### config.mk
export PLATFORM = sky130hd
export DESIGN_NAME = prog_loader
export DESIGN_NICKNAME = d
export VERILOG_FILES = /design/src/rtl/loader_pkg.sv /design/src/rtl/loader_timer.sv /design/src/rtl/prog_loader.sv
export SDC_FILE = /design/constraint.sdc
export NUM_CORES = 1
export LEC_CHECK = 0
export CORE_ASPECT_RATIO = 0.8
export CORE_MARGIN = 8
export CORE_UTILIZATION = 61
export CTS_CLUSTER_SIZE = 12
export DETAILED_ROUTE_END_ITERATION = 8
export PLACE_DENSITY = 0.85
export SYNTH_ARGS = -nofsm -noshare
export SYNTH_HDL_FRONTEND = slang
export SYNTH_SLANG_ARGS = --single-unit
### constraint.sdc
create_clock -name clk -period 6.65 [get_ports clk]
set_clock_uncertainty 0.05 [all_clocks]
set_input_delay 1.33 -clock clk [delete_from_list [all_inputs] [get_ports clk]]
set_output_delay 1.33 -clock clk [all_outputs]
set_load 0.05 [all_outputs]
### src/rtl/loader_pkg.sv
// Shared types and constants for the program loader.
// No logic here; imported by prog_loader and loader_timer.
package loader_pkg;

  typedef enum logic [2:0] {
    IDLE,
    LEN_HI,
    LEN_LO,
    DATA,
    WRITE,
    DONE,
    ERR
  } state_t;

  localparam int BYTES_PER_WORD  = 4;
  localparam int DEFAULT_TIMEOUT = 50_000_000;

endpackage

### src/rtl/loader_timer.sv
// Idle-cycle watchdog: counts while enabled, flags expiry at TIMEOUT-1.
// Latency: expired follows the count register combinationally; no backpressure.
module loader_timer
  import loader_pkg::*;
#(
  parameter int TIMEOUT = DEFAULT_TIMEOUT
) (
  input  logic clk,
  input  logic Reset,
  input  logic clear,
  input  logic enable,
  output logic expired
);

  localparam int W = $clog2(TIMEOUT + 1);

  logic [W-1:0] cnt;

  assign expired = enable && (cnt == W'(TIMEOUT - 1));

  // Holds at the terminal value; the FSM leaves the counting states on expiry.
  always_ff @(posedge clk or negedge Reset) begin
    if (!Reset) begin
      cnt <= '0;
    end else if (clear) begin
      cnt <= '0;
    end else if (enable && !expired) begin
      cnt <= cnt + W'(1);
    end
  end

endmodule

### src/rtl/prog_loader.sv
// Frames a byte stream as [count][32-bit words MSB first] and writes instruction RAM.
// Latency: write one cycle after the 4th byte; byte_ready drops for that WRITE cycle (4 bytes / 5 cycles).
module prog_loader
  import loader_pkg::*;
#(
  parameter logic [15:0] BASE_ADDR = 16'h0000,
  parameter int          TIMEOUT   = DEFAULT_TIMEOUT
) (
  input  logic        clk,
  input  logic        Reset,
  input  logic        start,
  input  logic [7:0]  byte_in,
  input  logic        byte_valid,
  output logic        byte_ready,
  output logic        mem_we,
  output logic [15:0] mem_addr,
  output logic [31:0] mem_data,
  output logic        cpu_hold,
  output logic        done,
  output logic        error
);

  state_t      state;
  logic [15:0] count;
  logic [15:0] words;
  logic [1:0]  idx;
  logic        accept;
  logic        start_ok;
  logic        tmr_clear;
  logic        tmr_en;
  logic        expired;

  assign accept    = byte_valid && byte_ready;
  assign start_ok  = start && ((state == IDLE) || (state == DONE) || (state == ERR));
  assign tmr_clear = accept || start_ok;
  assign tmr_en    = (state == LEN_HI) || (state == LEN_LO) || (state == DATA);

  loader_timer #(
    .TIMEOUT(TIMEOUT)
  ) u_timer (
    .clk    (clk),
    .Reset  (Reset),
    .clear  (tmr_clear),
    .enable (tmr_en),
    .expired(expired)
  );

  always_ff @(posedge clk or negedge Reset) begin
    if (!Reset) begin
      state      <= IDLE;
      byte_ready <= 1'b0;
      mem_we     <= 1'b0;
      mem_addr   <= BASE_ADDR;
      mem_data   <= '0;
      cpu_hold   <= 1'b0;
      done       <= 1'b0;
      error      <= 1'b0;
      count      <= '0;
      words      <= '0;
      idx        <= '0;
    end else begin
      mem_we <= 1'b0;
      case (state)
        IDLE, DONE, ERR: begin
          if (start) begin
            state      <= LEN_HI;
            byte_ready <= 1'b1;
            cpu_hold   <= 1'b1;
            done       <= 1'b0;
            error      <= 1'b0;
          end
        end
        LEN_HI: begin
          if (accept) begin
            count[15:8] <= byte_in;
            state       <= LEN_LO;
          end else if (expired) begin
            state      <= ERR;
            byte_ready <= 1'b0;
            error      <= 1'b1;
          end
        end
        LEN_LO: begin
          if (accept) begin
            count[7:0] <= byte_in;
            if ({count[15:8], byte_in} == 16'd0) begin
              state      <= DONE;
              byte_ready <= 1'b0;
              cpu_hold   <= 1'b0;
              done       <= 1'b1;
            end else begin
              state    <= DATA;
              mem_addr <= BASE_ADDR;
              idx      <= '0;
              words    <= '0;
            end
          end else if (expired) begin
            state      <= ERR;
            byte_ready <= 1'b0;
            error      <= 1'b1;
          end
        end
        DATA: begin
          // mem_data doubles as the assembler; mem_we is low while it shifts.
          if (accept) begin
            mem_data <= {mem_data[23:0], byte_in};
            idx      <= idx + 2'd1;
            if (idx == 2'(BYTES_PER_WORD - 1)) begin
              state      <= WRITE;
              byte_ready <= 1'b0;
              mem_we     <= 1'b1;
            end
          end else if (expired) begin
            state      <= ERR;
            byte_ready <= 1'b0;
            error      <= 1'b1;
          end
        end
        WRITE: begin
          words <= words + 16'd1;
          if ((words + 16'd1) == count) begin
            state    <= DONE;
            cpu_hold <= 1'b0;
            done     <= 1'b1;
          end else begin
            state      <= DATA;
            byte_ready <= 1'b1;
            mem_addr   <= mem_addr + 16'd1;
          end
        end
        default: begin
          state      <= IDLE;
          byte_ready <= 1'b0;
          cpu_hold   <= 1'b0;
        end
      endcase
    end
  end

endmodule
==> Word-level counts from Yosys, hierarchy flattened <==
Cells that the tools add are included.
{ "totals": {"ff_bits": 116, "input_bits": 12} }
{ "classes": {"addsub": 4, "eq_ne": 21, "mux": 43, "n_bitwise": 1, "reduce_logical": 31} }
{ "ops": {"columns": ["cell", "count"], "rows": [
  ["one-hot mux 16 bit (2 select lines)", 2],
  ["two-way mux 26 bit", 2],
  ["two-way mux 16 bit", 3],
  ["adder 16 x 1 -> 16 bit (second input constant)", 2],
  ["adder 26 x 1 -> 26 bit (second input constant)", 1],
  ["== test 26 bit (second input constant)", 1],
  ["two-way mux 3 bit", 8],
  ["two-way mux 1 bit", 19],
  ["== test 16 bit", 1],
  ["logical NOT 16 bit", 1],
  ["inequality test 2 bit (second input constant)", 8],
  ["one-hot mux 3 bit (5 select lines)", 1],
  ["AND reduction 5 bit", 3],
  ["AND reduction 4 bit", 3],
  ["== test 3 bit (second input constant)", 3],
  ["AND reduction 2 bit", 4],
  ["nonzero test 2 bit", 4],
  ["== test 3 x 2 -> 1 bit (second input constant)", 2],
  ["two-way mux 2 bit", 3],
  ["inequality test 3 x 2 -> 1 bit (second input constant)", 2],
  ["OR reduction 3 bit", 2],
  ["logical OR 1 bit", 5],
  ["one-hot mux 1 bit (5 select lines)", 1],
  ["logical AND 1 bit", 4],
  ["14 further kinds", 15]
]} }

==> Longest topological paths before layout <==
{ "logic_depth": {"word_depth": 8, "depth_mapped": 9, "mapped_depth_nobuf": 8} }

==> Modules after synthesis <==
A second synthesis with hierarchy kept.
{ "unflattened": {"hier_cells": 593, "hier_area_um2": 6047.0} }
{ "modules_own_cells": {"columns": ["mod", "instances", "cells_per_inst", "area_per_inst_um2", "seq_area_each_um2"], "rows": [
  ["prog_loader", 1, 444, 4604.4, 2252.2],
  ["loader_timer", 1, 149, 1442.6, 650.6]
]} }

==> Worst setup path after synthesis <==
No wires, ideal clock.
{ "synth_timing": {"path_type": "input-to-reg", "from": "input byte_valid", "to": "register mem_addr[6]", "setup_ns": 0.079, "t_arrival_ns": 2.746, "required_time_ns": 6.521, "slack_ns": 3.775, "stages": 8, "path_buffers": 2, "path_cell_list": "and2_1 -> clkbuf_1 -> a31oi_1 -> nor2_1 -> clkbuf_1 -> nand3_1 -> a21oi_1 -> mux2i_1"} }
{ "synth_via": {"elab_chain_cells": 3} }
{ "synth_lines": {"columns": ["item", "line", "source"], "rows": [
  ["start: declaration", "prog_loader.sv:13", "input logic byte_valid,"],
  ["logical AND 1 bit", "prog_loader.sv:33", "assign accept = byte_valid && byte_ready;"],
  ["inequality test 2 bit (no source line)", null, null],
  ["AND reduction 4 bit (no source line)", null, null],
  ["end signal: assignment", "prog_loader.sv:128", "mem_addr <= mem_addr + 16'd1;"],
  ["end: declaration", "prog_loader.sv:16", "output logic [15:0] mem_addr,"]
]} }
Every way passes these cells.
A chain may end at the register's enable or synchronous reset.

==> Final worst setup path <==
{ "layout_timing": {"from": "input byte_valid", "to": "register idx[0]"} }
{ "layout_via": {"elab_chain_cells": 3, "word_cells_on_any_way": 4, "cone_classes": "eq/ne: 2; reduce/logical: 2"} }
{ "layout_lines": {"columns": ["item", "line", "source"], "rows": [
  ["logical AND 1 bit *", "prog_loader.sv:33", null],
  ["inequality test 2 bit (no source line)", null, null],
  ["AND reduction 4 bit (no source line) *", null, null],
  ["end signal: assignment", "prog_loader.sv:107", "idx <= idx + 2'd1;"],
  ["end: declaration", "prog_loader.sv:26", "logic [1:0] idx;"]
]} }
Mark *: on every way between the ends. The rest lies on a longest branch, timed or not.

==> results.md <==
* Worst Path Max Fanout at 30
* Clock Path Buffers at 2
* Worst Reg-to-Reg Cells at 7
* Global route overflow at 0
* Router iterations before antenna repair at 5
* H-tree levels at 4
* Final hold vios at 0
* Synth Flop Type: dfrtp_1
* # Post-CTS Setup Buffers at 0
* Setup_tns at 0 ns
* Vias in the first global route at 4936
* Fmax achieved at about 270 MHz
* Worst hold path depth at 1
* First-pass GRT wire length at ~25000 um
* Clock Power Share at 0.257
* CP arrival at 3.87 ns
* Final #Nets at roughly 670
* Starting DRC count in detailed routing at 503
* Residual DRC at 0
* Tcrit/Tclk final at 0.551
* Number of antenna diodes at 0
* Flops & latches, synth at around 120
* R2R Setup Slk at 3.39 ns
* Core area at a little under 0.01 mm^2
* CTS tree: built
* Filler Cells Inserted at approximately 640
* Asr flop ratio synth at 1.00
* GRT Overall Usage at 0.230
* VDD IR-drop max at 280 uV
* Placed Instances at between 700 and 800
* Routed WL at about 15000 um
* Port buffer count at between 60 and 70
* Outcome: finished clean
* Net switching fraction of the power at 0.412
* Post-synthesis instance total at ~600
* Clock latency on the worst-skew pair at ~0.4 ns
* Sequential-to-total area share from yosys stat at 0.477
* Yosys Warn Count at 0
* Final Instance Count excl. Fillers at approximately 800
* Die width at 128 um
* Layout cell share with drive strength beyond 1 at 0.149
* # rows at 32
* Syn avg cell area at about 10 um^2
* Fin Hold WS at around 0.46 ns
* Crit-path max cell delay at roughly 0.76 ns
* Post-DP HPWL at 9960 um
* Synth Cell Area at around 0.006 mm^2
* CTS resizes at 0
* Reg power frac at 0.349
* P_sw at 1.42 mW
* Routed WL per cell at around 18 um
* Least-Margin Pin Slew at between 1 and 1.5 ns
* Max_slew headroom at 0.266
* Largest net degree at the start of global routing at between 60 and 70
* CP Capture Type: flip-flop
* Slowest CP cell: nand2_1
* Mapped Nets at approximately 610
* Power Internal at slightly above 2 mW
* Area grow syn2layout at 21.3%
* Die Area at roughly 0.013 mm^2
* Critical Path RT at just under 7 ns
* Logic pwr share at 0.395
* Max-slew violations at 0
* Final RePlAce weighted congestion at approximately 0.96
* EDFF count, synth at 0
* Clock root buffer: clkbuf_16
* Min-Delay Path Class: reg2reg
* Count of cell types in the netlist at 61
* Cts bufs inserted at 17
* CP startpoint kind: primary input
* # setup viols final at 0
* # IOs at 65
* Cell mode on critical path: nand2_1
* Clock sinks at ~120
* Path type of the worst setup path: in2reg
* Initial cell density of the core at 0.628
* Via Count at just under 5000
* CTS hold repair buffers at 0
* RSZ-0062 raised after global routing: no
* Lkg Pwr at approximately 3.2 nW
* Max-cap viol count at 0
* Pwr Density at 469 mW/mm^2
* Vias per cell at 6.15
* Period minus WS final at around 3.7 ns
* Reg clk slew, reported paths at ~0.05 ns
* Antenna violations before repair at 0
* Number of nets with antenna violations after routing at 0
* Worst-path cell chain: clkdlybuf4s50_1 -> nand2_1 -> nor3_2 -> nand2_1 -> nand3_1 -> o21ai_0
* Die Ht at about 110 um
cell usage in the layout (no fill, tap or decap), types with 5 or more instances in the layout:
| cell | n |
|---|---|
| mux2i_1 | 16 |
| o21ai_0 | 33 |
| nand2_1 | 61 |
| clkdlybuf4s50_1 | 63 |
| inv_1 | 13 |
| xnor2_1 | 22 |
| clkinv_2 | 6 |
| and4_1 | 5 |
| xor2_1 | 19 |
| nand2b_1 | 18 |
| clkbuf_16 | 17 |
| nand3_1 | 19 |
| dfrtp_1 | 116 |
| nor2_1 | 39 |
| nand4_1 | 17 |
| nor3_1 | 12 |
| a21oi_1 | 31 |
| and3_1 | 11 |
| mux2_2 | 48 |
| or3_1 | 11 |
| nor4_1 | 6 |
worst max-delay path, delay by kind of cell:
kind	cells	cell delay [ns]
AOI/OAI and AO/OA	1	0.13
and+or+nand+nor	4	1.91
buffers and inverters	1	0.49
state kept, by name, indices dropped and copies added, names as in the netlist:
| name | count |
|---|---|
| mem_data | 32 |
| u_timer.cnt | 26 |
| count | 16 |
| mem_addr | 16 |
| words | 16 |
| state | 3 |
| idx | 2 |
| byte_ready | 1 |
| cpu_hold | 1 |
| done | 1 |
| error | 1 |
| mem_we | 1 |
layer usage:
layer / track usage / up-vias / share of wire
met2: 0.355 / 202 / 0.47
met5: 0 / - / 0
met3: 0.0645 / 27 / 0.069
li1: - / 2265 / -
met4: 0.0686 / 0 / 0.016
met1: 0.312 / 2460 / 0.44
cell usage after synthesis, types with 4 or more instances:
cell | n | area share
dfrtp_1 | 116 | 0.48
nand2_1 | 61 | 0.038
mux2_2 | 48 | 0.089
nor2_1 | 39 | 0.024
o21ai_0 | 33 | 0.027
a21oi_1 | 31 | 0.026
xnor2_1 | 22 | 0.032
clkbuf_1 | 19 | 0.012
nand3_1 | 19 | 0.016
xor2_1 | 19 | 0.027
nand2b_1 | 18 | 0.019
nand4_1 | 17 | 0.017
mux2i_1 | 16 | 0.026
inv_1 | 13 | 0.0080
nor3_1 | 12 | 0.0099
and3_1 | 11 | 0.011
or3_1 | 11 | 0.011
buf_2 | 7 | 0.0058
nor4_1 | 6 | 0.0062
and4_1 | 5 | 0.0072
a31oi_1 | 4 | 0.0041
ha_1 | 4 | 0.0082
nor2b_1 | 4 | 0.0041
o211ai_1 | 4 | 0.0049
layout make-up:
type	instances	area [um^2]	share of cell area
multi-input cells	441	3020	0.409
flip-flops and latches	116	2900	0.393
repair buffers	67	661	0.0895
clock buffers	22	474	0.0643
well taps	136	170	0.0231
clock inverters	10	105	0.0142
inverters	13	48.8	0.00661
final timing paths:
path                                    from         endpoint
worst max-delay path              byte_valid           idx[0]
worst min-delay path            mem_data[24]     mem_data[24]
worst max register to register      state[2]  u_timer.cnt[17]
worst min register to register  mem_data[24]     mem_data[24]
max in group asynchronous              Reset     mem_addr[10]
min in group asynchronous              Reset     mem_data[27]
logic make-up (layout without fill, tap and decap cells):
group / count (synthesis) / after routing / share of synthesized area
and+or+nand+nor: 230 / 230 / 0.210
DFF: 116 / 116 / 0.477
AOI/OAI and AO/OA: 102 / 102 / 0.104
muxes: 64 / 64 / 0.115
xor gates and xnor gates: 41 / 41 / 0.0590
buffers and inverters: 41 / 112 / 0.0267
adders and majority gates: 4 / 4 / 0.00823
power by group through the flow:
stage	Clock [mW]	Combinational [mW]	Sequential, mW
after floorplan	0	0.690	1.44
after global placement	0	1.30	1.19
after detailed placement	0	1.35	1.21
after CTS	0.895	1.36	1.20
after global routing	0.927	1.46	1.24
final	0.887	1.36	1.21
metrics by stage:
step / setup WS, ns / utilization / area [um^2] / total power [mW]
6_report: 2.99 / 0.762 / 7380 / 3.46
3_3_place_gp: 2.80 / 0.702 / 6800 / 2.49
4_1_cts: 3.00 / 0.762 / 7380 / 3.46
3_5_place_dp: 2.62 / 0.702 / 6800 / 2.55
5_1_grt: 2.81 / 0.762 / 7380 / 3.63
2_1_floorplan: 3.77 / - / 6080 / 2.13
Note: power is estimated with default switching activity, not from simulation.
